[config.mk]
export PLATFORM = sky130hd
export DESIGN_NAME = crtc_ctrl
export DESIGN_NICKNAME = d
export VERILOG_FILES = /design/src/rtl/crtc_ctrl.sv
export SDC_FILE = /design/constraint.sdc
export NUM_CORES = 1
export LEC_CHECK = 0
export ABC_AREA = 0
export CORE_MARGIN = 5
export CORE_UTILIZATION = 30
export CTS_BUF_LIST = sky130_fd_sc_hd__clkbuf_8
export DETAILED_ROUTE_END_ITERATION = 12
export DONT_BUFFER_PORTS = 1
export SLEW_MARGIN = 15
export SYNTH_ARGS = -nofsm -noshare
export SYNTH_HDL_FRONTEND = slang
export SYNTH_SLANG_ARGS = --single-unit
export TNS_END_PERCENT = 20
[constraint.sdc]
create_clock -name clock_i -period 3.7 [get_ports clock_i]
set_input_delay 0.37 -clock clock_i [delete_from_list [all_inputs] [get_ports clock_i]]
set_output_delay 0.37 -clock clock_i [all_outputs]
set_load 0.05 [all_outputs]
[src/rtl/crtc_ctrl.sv]
// crtc_ctrl: host register bus and frame-synchronous timing loader for the CRTC.
// Optional frame interrupt enabled by defining CRTC_CTRL_IRQ_EN.
module crtc_ctrl #(
    parameter int WIDTH = 10
) (
    input  logic             clock_i,
    input  logic             reset_ni,
    input  logic             cyc_i,
    input  logic             stb_i,
    input  logic             we_i,
    input  logic [3:0]       adr_i,
    input  logic [WIDTH-1:0] dat_i,
    output logic [WIDTH-1:0] dat_o,
    output logic             ack_o,
    input  logic             vsync_i,
    output logic [WIDTH-1:0] hsynct_o,
    output logic [WIDTH-1:0] hbporch_o,
    output logic [WIDTH-1:0] hactive_o,
    output logic [WIDTH-1:0] hfporch_o,
    output logic [WIDTH-1:0] vsynct_o,
    output logic [WIDTH-1:0] vbporch_o,
    output logic [WIDTH-1:0] vactive_o,
    output logic [WIDTH-1:0] vfporch_o,
    output logic             enable_o,
    output logic             irq_o
);
    typedef enum logic [1:0] {IDLE, RUN, PEND, LOAD} state_t;

    localparam logic [WIDTH-1:0] RST_VAL [8] = '{WIDTH'(11), WIDTH'(17), WIDTH'(97), WIDTH'(99),
                                                 WIDTH'(1), WIDTH'(34), WIDTH'(514), WIDTH'(524)};

    state_t           state, state_nx;
    logic [WIDTH-1:0] sh [8];
    logic [WIDTH-1:0] act [8];
    logic [WIDTH-1:0] rdata;
    logic [4:0]       ctrl_bits;
    logic             req, wr, wr_ctrl, commit, valid, vs_edge, vs_q;
    logic             en, err, irq_bit, pend_bit, copy_req, copy_req_nx, copy_now, load2;

    assign req      = cyc_i & stb_i & ~ack_o;
    assign wr       = req & we_i;
    assign wr_ctrl  = wr & (adr_i == 4'd8);
    assign commit   = wr_ctrl & dat_i[1];
    assign vs_edge  = vsync_i & ~vs_q;
    assign pend_bit = (state == PEND) || (state == LOAD);
    assign valid    = (sh[0] < sh[1]) && (sh[1] < sh[2]) && (sh[2] < sh[3]) &&
                      (sh[4] < sh[5]) && (sh[5] < sh[6]) && (sh[6] < sh[7]);
    assign ctrl_bits = {irq_bit, err, pend_bit, 1'b0, en};
    assign rdata     = adr_i[3] ? ((adr_i[2:0] == 3'd0) ? WIDTH'(ctrl_bits) : '0) : sh[adr_i[2:0]];

    assign hsynct_o  = act[0];
    assign hbporch_o = act[1];
    assign hactive_o = act[2];
    assign hfporch_o = act[3];
    assign vsynct_o  = act[4];
    assign vbporch_o = act[5];
    assign vactive_o = act[6];
    assign vfporch_o = act[7];

    always_comb begin
        state_nx    = state;
        copy_now    = copy_req;
        copy_req_nx = 1'b0;
        case (state)
            IDLE: begin
                copy_req_nx = commit & valid;
                if (wr_ctrl && dat_i[0]) state_nx = RUN;
            end
            RUN: begin
                if (wr_ctrl && !dat_i[0]) begin
                    state_nx    = IDLE;
                    copy_req_nx = commit & valid;
                end else if (commit && valid) state_nx = PEND;
            end
            PEND: begin
                // Disabling mid-wait applies the pending timing at once instead of dropping it.
                if (wr_ctrl && !dat_i[0]) begin
                    copy_now = 1'b1;
                    state_nx = IDLE;
                end else if (commit && !valid) state_nx = RUN;
                else if (vs_edge) begin
                    copy_now = 1'b1;
                    state_nx = LOAD;
                end
            end
            default: if (load2) state_nx = en ? RUN : IDLE;
        endcase
    end

    always_ff @(posedge clock_i or negedge reset_ni) begin
        if (!reset_ni) begin
            state    <= IDLE;
            ack_o    <= 1'b0;
            dat_o    <= '0;
            vs_q     <= 1'b0;
            en       <= 1'b0;
            err      <= 1'b0;
            copy_req <= 1'b0;
            load2    <= 1'b0;
            enable_o <= 1'b0;
            for (int i = 0; i < 8; i++) begin
                sh[i]  <= RST_VAL[i];
                act[i] <= RST_VAL[i];
            end
        end else begin
            state    <= state_nx;
            ack_o    <= req;
            dat_o    <= (req && !we_i) ? rdata : '0;
            vs_q     <= vsync_i;
            copy_req <= copy_req_nx;
            load2    <= (state == LOAD) && !load2;
            enable_o <= (state_nx == RUN) || (state_nx == PEND);
            if (wr_ctrl) en <= dat_i[0];
            if (commit) err <= ~valid;
            if (wr && !adr_i[3]) sh[adr_i[2:0]] <= dat_i;
            if (copy_now)
                for (int i = 0; i < 8; i++) act[i] <= sh[i];
        end
    end

`ifdef CRTC_CTRL_IRQ_EN
    logic irq;
    always_ff @(posedge clock_i or negedge reset_ni) begin
        if (!reset_ni) irq <= 1'b0;
        else if (vs_edge) irq <= 1'b1;
        else if (wr_ctrl && dat_i[4]) irq <= 1'b0;
    end
    assign irq_bit = irq;
`else
    assign irq_bit = 1'b0;
`endif
    assign irq_o = irq_bit;
endmodule

; Word-level counts from Yosys, hierarchy flattened
; Index checks and enable logic that the tools add are counted.
[word_totals]
out_inout_bits = 93
wordCells = 96
register_bits = 179
[classes]
bitwise_logic = 11
eq_ne = 6
order_cmp = 8
reduce_logical = 22
mux = 24
[ops]
columns = op, n
row1 = $bwmux W80, 1
row2 = $lt A10 B10 Y1, 6
row3 = $mux W10, 5
row4 = $bmux W10 S3, 1
row5 = $demux W10 S3, 1
row6 = $mux W2, 7
row7 = $logic_and A1 B1 Y1, 13
row8 = $and A1 B1 Y1, 7
row9 = $eq A2 B2 Y1 const B, 3
row10 = $mux W1, 6
row11 = $pmux W2 S3, 1
row12 = $logic_not A1 Y1, 5
row13 = $eq A2 B1 Y1 const B, 2
row14 = $eq A4 B4 Y1 const B, 1
row15 = $ge A4 B4 Y1 const B, 1
row16 = $lt A4 B1 Y1 const B, 1
row17 = $mux W4, 1
row18 = $not A3 Y4, 1
row19 = $logic_not A3 Y1, 1
row20 = $not A1 Y1, 3
row21 = $logic_not A2 Y1, 1
row22 = $logic_or A1 B1 Y1, 2
row23 = $pmux W1 S2, 1

; Longest topological paths before layout
[logic_depth]
ltp_word = 13
depth_mapped = 11
mapped_depth_nobuf = 10

; Worst setup path before layout
; Ideal clock, no wire load.
[synth_path]
path_kind = register to register
start = reg sh[25] in the netlist's numbering
end = reg act, in the netlist hactive_o[1]
slack_ps = 1053
t_arrival_ps = 2522
path_stages_with_launch = 11
path_buffers = 1
t_required_ps = 3575
path_cell_list = dfstp_2 -> inv_1 -> ha_1 -> o21ai_0 -> a211o_1 -> a21oi_1 -> nand4b_2 -> o21ai_2 -> a221oi_4 -> buf_6 -> mux2_4
[synth_between]
elab_chain_len = 9
elab_cells_between_ends = 10
[synth_rtl]
columns = item, line_no
row1 = from (decl), 33  ; logic [WIDTH-1:0] sh [8];
row2 = "from (signal, indexed assignment)", 102  ; sh[i] <= RST_VAL[i];
row3 = "from (signal, indexed assignment)", 115  ; if (wr && !adr_i[3]) sh[adr_i[2:0]] <= dat_i;
row4 = $lt A10 B10 Y1, 47  ; (sh[4] < sh[5]) && (sh[5] < sh[6]) && (sh[6] < sh[7]);
row5 = $logic_and A1 B1 Y1, 46  ; assign valid = (sh[0] < sh[1]) && (sh[1] < sh[2]) && (sh[2] < sh[3]) &&
row6 = $logic_and A1 B1 Y1 * (2 in series), 47
row7 = $logic_not A1 Y1 *, 80  ; end else if (commit && !valid) state_nx = RUN;
row8 = $logic_and A1 B1 Y1 *, 80
row9 = $mux W1 *, 80
row10 = $mux W1 *, 77  ; if (wr_ctrl && !dat_i[0]) begin
row11 = $mux W1 *, 64  ; case (state)
row12 = "to (signal, indexed assignment)", 103  ; act[i] <= RST_VAL[i];
row13 = to (decl), 34  ; logic [WIDTH-1:0] act [8];
; Mark *: on every way between the ends. The rest lies on a longest branch, timed or not.
; A chain may end at the register's enable or synchronous reset.

; Worst setup path after layout
[layout_path]
start = reg sh[25] in the netlist's numbering
end = reg act, in the netlist hactive_o[7]
; Same word-level chain as after synthesis.

==> summary.txt <==
PD cells - 522 nW/um2
Routed Antenna Nets - 0
Post-DP HPWL - 18700 um
layout cells sized above 1 - 26.7%
Min-Delay Path Class - in -> async
RSZ-0062 raised after global routing - false
Rows - 63
#FFs+latches synth - 179
CP max-delay cell - dfstp_2
Final Util - 33.7%
fin nets - 847
R2R Path Start - sh[25]
CP endpoint kind - flop
die width - 184 um
first-pass GRT wire length - 39500 um
DRC viols - 0
H-tree Lvls - 4
CP Cell Sequence - inv_1 > ha_1 > o21ai_0 > a211o_1 > a21oi_1 > nand4b_2 > o21ai_2 > a221oi_4 > buf_12 > mux2_4
Skew-Pair Late Insertion Delay - 490 ps
Area Growth Syn to Fin - 10.7%
final period utilization - 85.7%
buffers added on ports - 0
hold-fix buffers at CTS - 14
Critical Path Source - sh[25]
max-slew violations - 0
vias post-DR - 5900
I/O pin count - 113
Final setup viols - 0
Post-synth ARST share - 100%
Die Footprint - 33700 um2
WL/cell - 22.4 um
Clock transition at path regs - 100 ps
Max Cap Viol - 0
Yosys cell types - 58
initial antenna violation count - 0
drt pass-1 iters - 5
Setup CP Type - reg -> reg
CTS Root Cell - clkbuf_8
Final min period - 3170 ps
YS warnings - 0
failing checks - hold timing
Starting DRT DRC Count - 497
diodes inserted - 0
post-CTS setup buffer count - 0
Top Usage Layer GRT - met2
Lkg Pwr - 4.85 nW
clk_skew - 25.5 ps
Max Root-Sink Buffers - 2
Num CTS Buffers - 17
Worst Path Max Fanout - 58
post-synth design cell area - 9030 um2
final hold viol count - 179
PostCTS Resize Cnt - 0
critical path arrival - 3530 ps
Fin Hold WS - -423 ps
prevailing post-synth register cell - dfrtp_1
CP required - 4060 ps
WP buf/inv - 2
Worst slew margin - 48.1%
Initial Utilization - 30.4%
met3 Use GR - 6.07%
final WL - 26300 um
f_max - 0.315 GHz
Worst setup SP type - flop
vias in the first global route - 5870
setup slack, reg-to-reg - 530 ps
clock sink count - 179
Post-Syn Area per Cell - 12.0 um2
core area - 29700 um2
via/cell ratio - 5.02
die height - 184 um
largest net degree at the start of global routing - 180
EDFF count, synth - 0
setup TNS - 0 ps
Peak VDD IR - 255 uV
delay-heaviest family, CP - compound AO/OA/AOI/OAI gates
CP peak stage delay - 570 ps
layout filler cell count - 2924
Reg area - 4530 um2
GRT Total Usage - 15.7%
sequential area share after synthesis - 50.1%
Slew @ Worst Pin - 775 ps
post-synth net total - 828
Gate Count Post-Synth - 754
grt met1 use - 21.4%
grt total ovfl - 0
grt met2 use - 23.6%
CTS tree - done
Final Wtd Congestion - 0.882
outcome - finished with violations
Multi-input gate area - 4080 um2
-- placed cells by master (no fill, tap or decap), types with 18 or more instances in the layout --
cell,netlist,final
ha_1,54,54
nor2_1,31,31
nand2_1,70,70
dfrtp_1,139,139
inv_1,63,65
o21ai_0,70,70
dfstp_2,40,40
mux2_2,30,30
mux2_4,80,80
clkbuf_8,0,18
a21oi_1,25,25
dlygate4sd3_1,0,20
-- power by group --
group	switching, W	internal (W)	leakage [nW]
clock network	0.000768	0.000558	0.191
registers	0.000710	0.00226	2.18
logic	0.000452	0.000481	2.47
total	0.00193	0.00329	4.85
-- cell usage after synthesis (4+ instances only) --
master    instances  area share, %
ha_1             54            7.5
a221oi_1         11            1.1
nand3_1           8           0.44
clkbuf_1         18           0.75
mux2_4           80             13
buf_6             9            1.1
nand4_1           6           0.42
dfstp_2          40             12
nand2b_1          6           0.42
mux2i_1           4           0.44
a211oi_1          5           0.42
nor3_1            4           0.22
mux2_2           30            3.7
dfrtp_1         139             39
a22oi_1          13            1.1
a21oi_1          25            1.4
nand2_1          70            2.9
nor2_1           31            1.3
inv_1            63            2.6
nor2b_1           8           0.55
o21ai_0          70            3.9
mux4_2            4            1.0
-- sequential cells by signal, summed over array words and instances (netlist names), 2 cells and up --
name and flops:
vfporch_o 10, vsynct_o 10, hactive_o 10, hbporch_o 10
hsynct_o 10, hfporch_o 10, vbporch_o 10, vactive_o 10
state 2, dat_o 10, sh 80
-- final cells by class --
| class | instances | area share, % |
|---|---|---|
| flip-flops and latches | 179 | 45.3 |
| multi-input cells | 482 | 40.8 |
| well taps | 390 | 4.88 |
| repair buffers | 30 | 2.88 |
| clock buffers | 18 | 2.48 |
| inverters | 63 | 2.36 |
| clock inverters | 14 | 1.29 |
-- metrics by stage --
step | power, W | std cells | hold WS [ps] | instance area (um2) | setup slack (ps)
2_1_floorplan | 0.00356 | 754 | 74.4 | 9030 | 1050
3_3_place_gp | 0.00388 | 1124 | 86.2 | 9420 | 624
3_5_place_dp | 0.00390 | 1124 | 87.3 | 9420 | 576
4_1_cts | 0.00527 | 1170 | -462 | 9940 | 554
5_1_grt | 0.00550 | 1176 | -465 | 10000 | 374
6_report | 0.00522 | 1176 | -423 | 10000 | 528
-- metal layers --
layer | share of wire (%) | vias up
met1 | 44 | 2977
met3 | 9.2 | 24
met5 | 0 | -
met4 | 1.7 | 0
met2 | 45 | 193
li1 | - | 2706
-- worst paths after layout --
check | end | depth (start not counted)
worst max-delay path | hactive_o[7] | 10
max in group asynchronous | vbporch_o[5] | 0
min in group clock_i | sh[29] | 2
worst min-delay path | vfporch_o[5] | 0
worst min register to register | err | 1
worst max register to register | hactive_o[7] | 10
-- worst reg2reg max path: cells and delay by family (launching register included) --
kind / cells / cell delay, ps
AO/OA/AOI/OAI: 5 / 1050
adder cells (fa/ha/maj): 1 / 290
buffers and inverters: 2 / 470
flip-flops: 1 / 570
multiplexers: 1 / 460
AND/OR/NAND/NOR: 1 / 220
-- kinds of logic after synthesis --
family / share of synthesized area, %
adder cells (fa/ha/maj): 7.48
AND/OR/NAND/NOR: 8.57
multiplexers: 18.5
flip-flops: 50.1
buffers and inverters: 4.65
other: 0.0415
XOR/XNOR: 0.0970
AO/OA/AOI/OAI: 10.5
No activity file was read; power rests on OpenSTA's default activity.
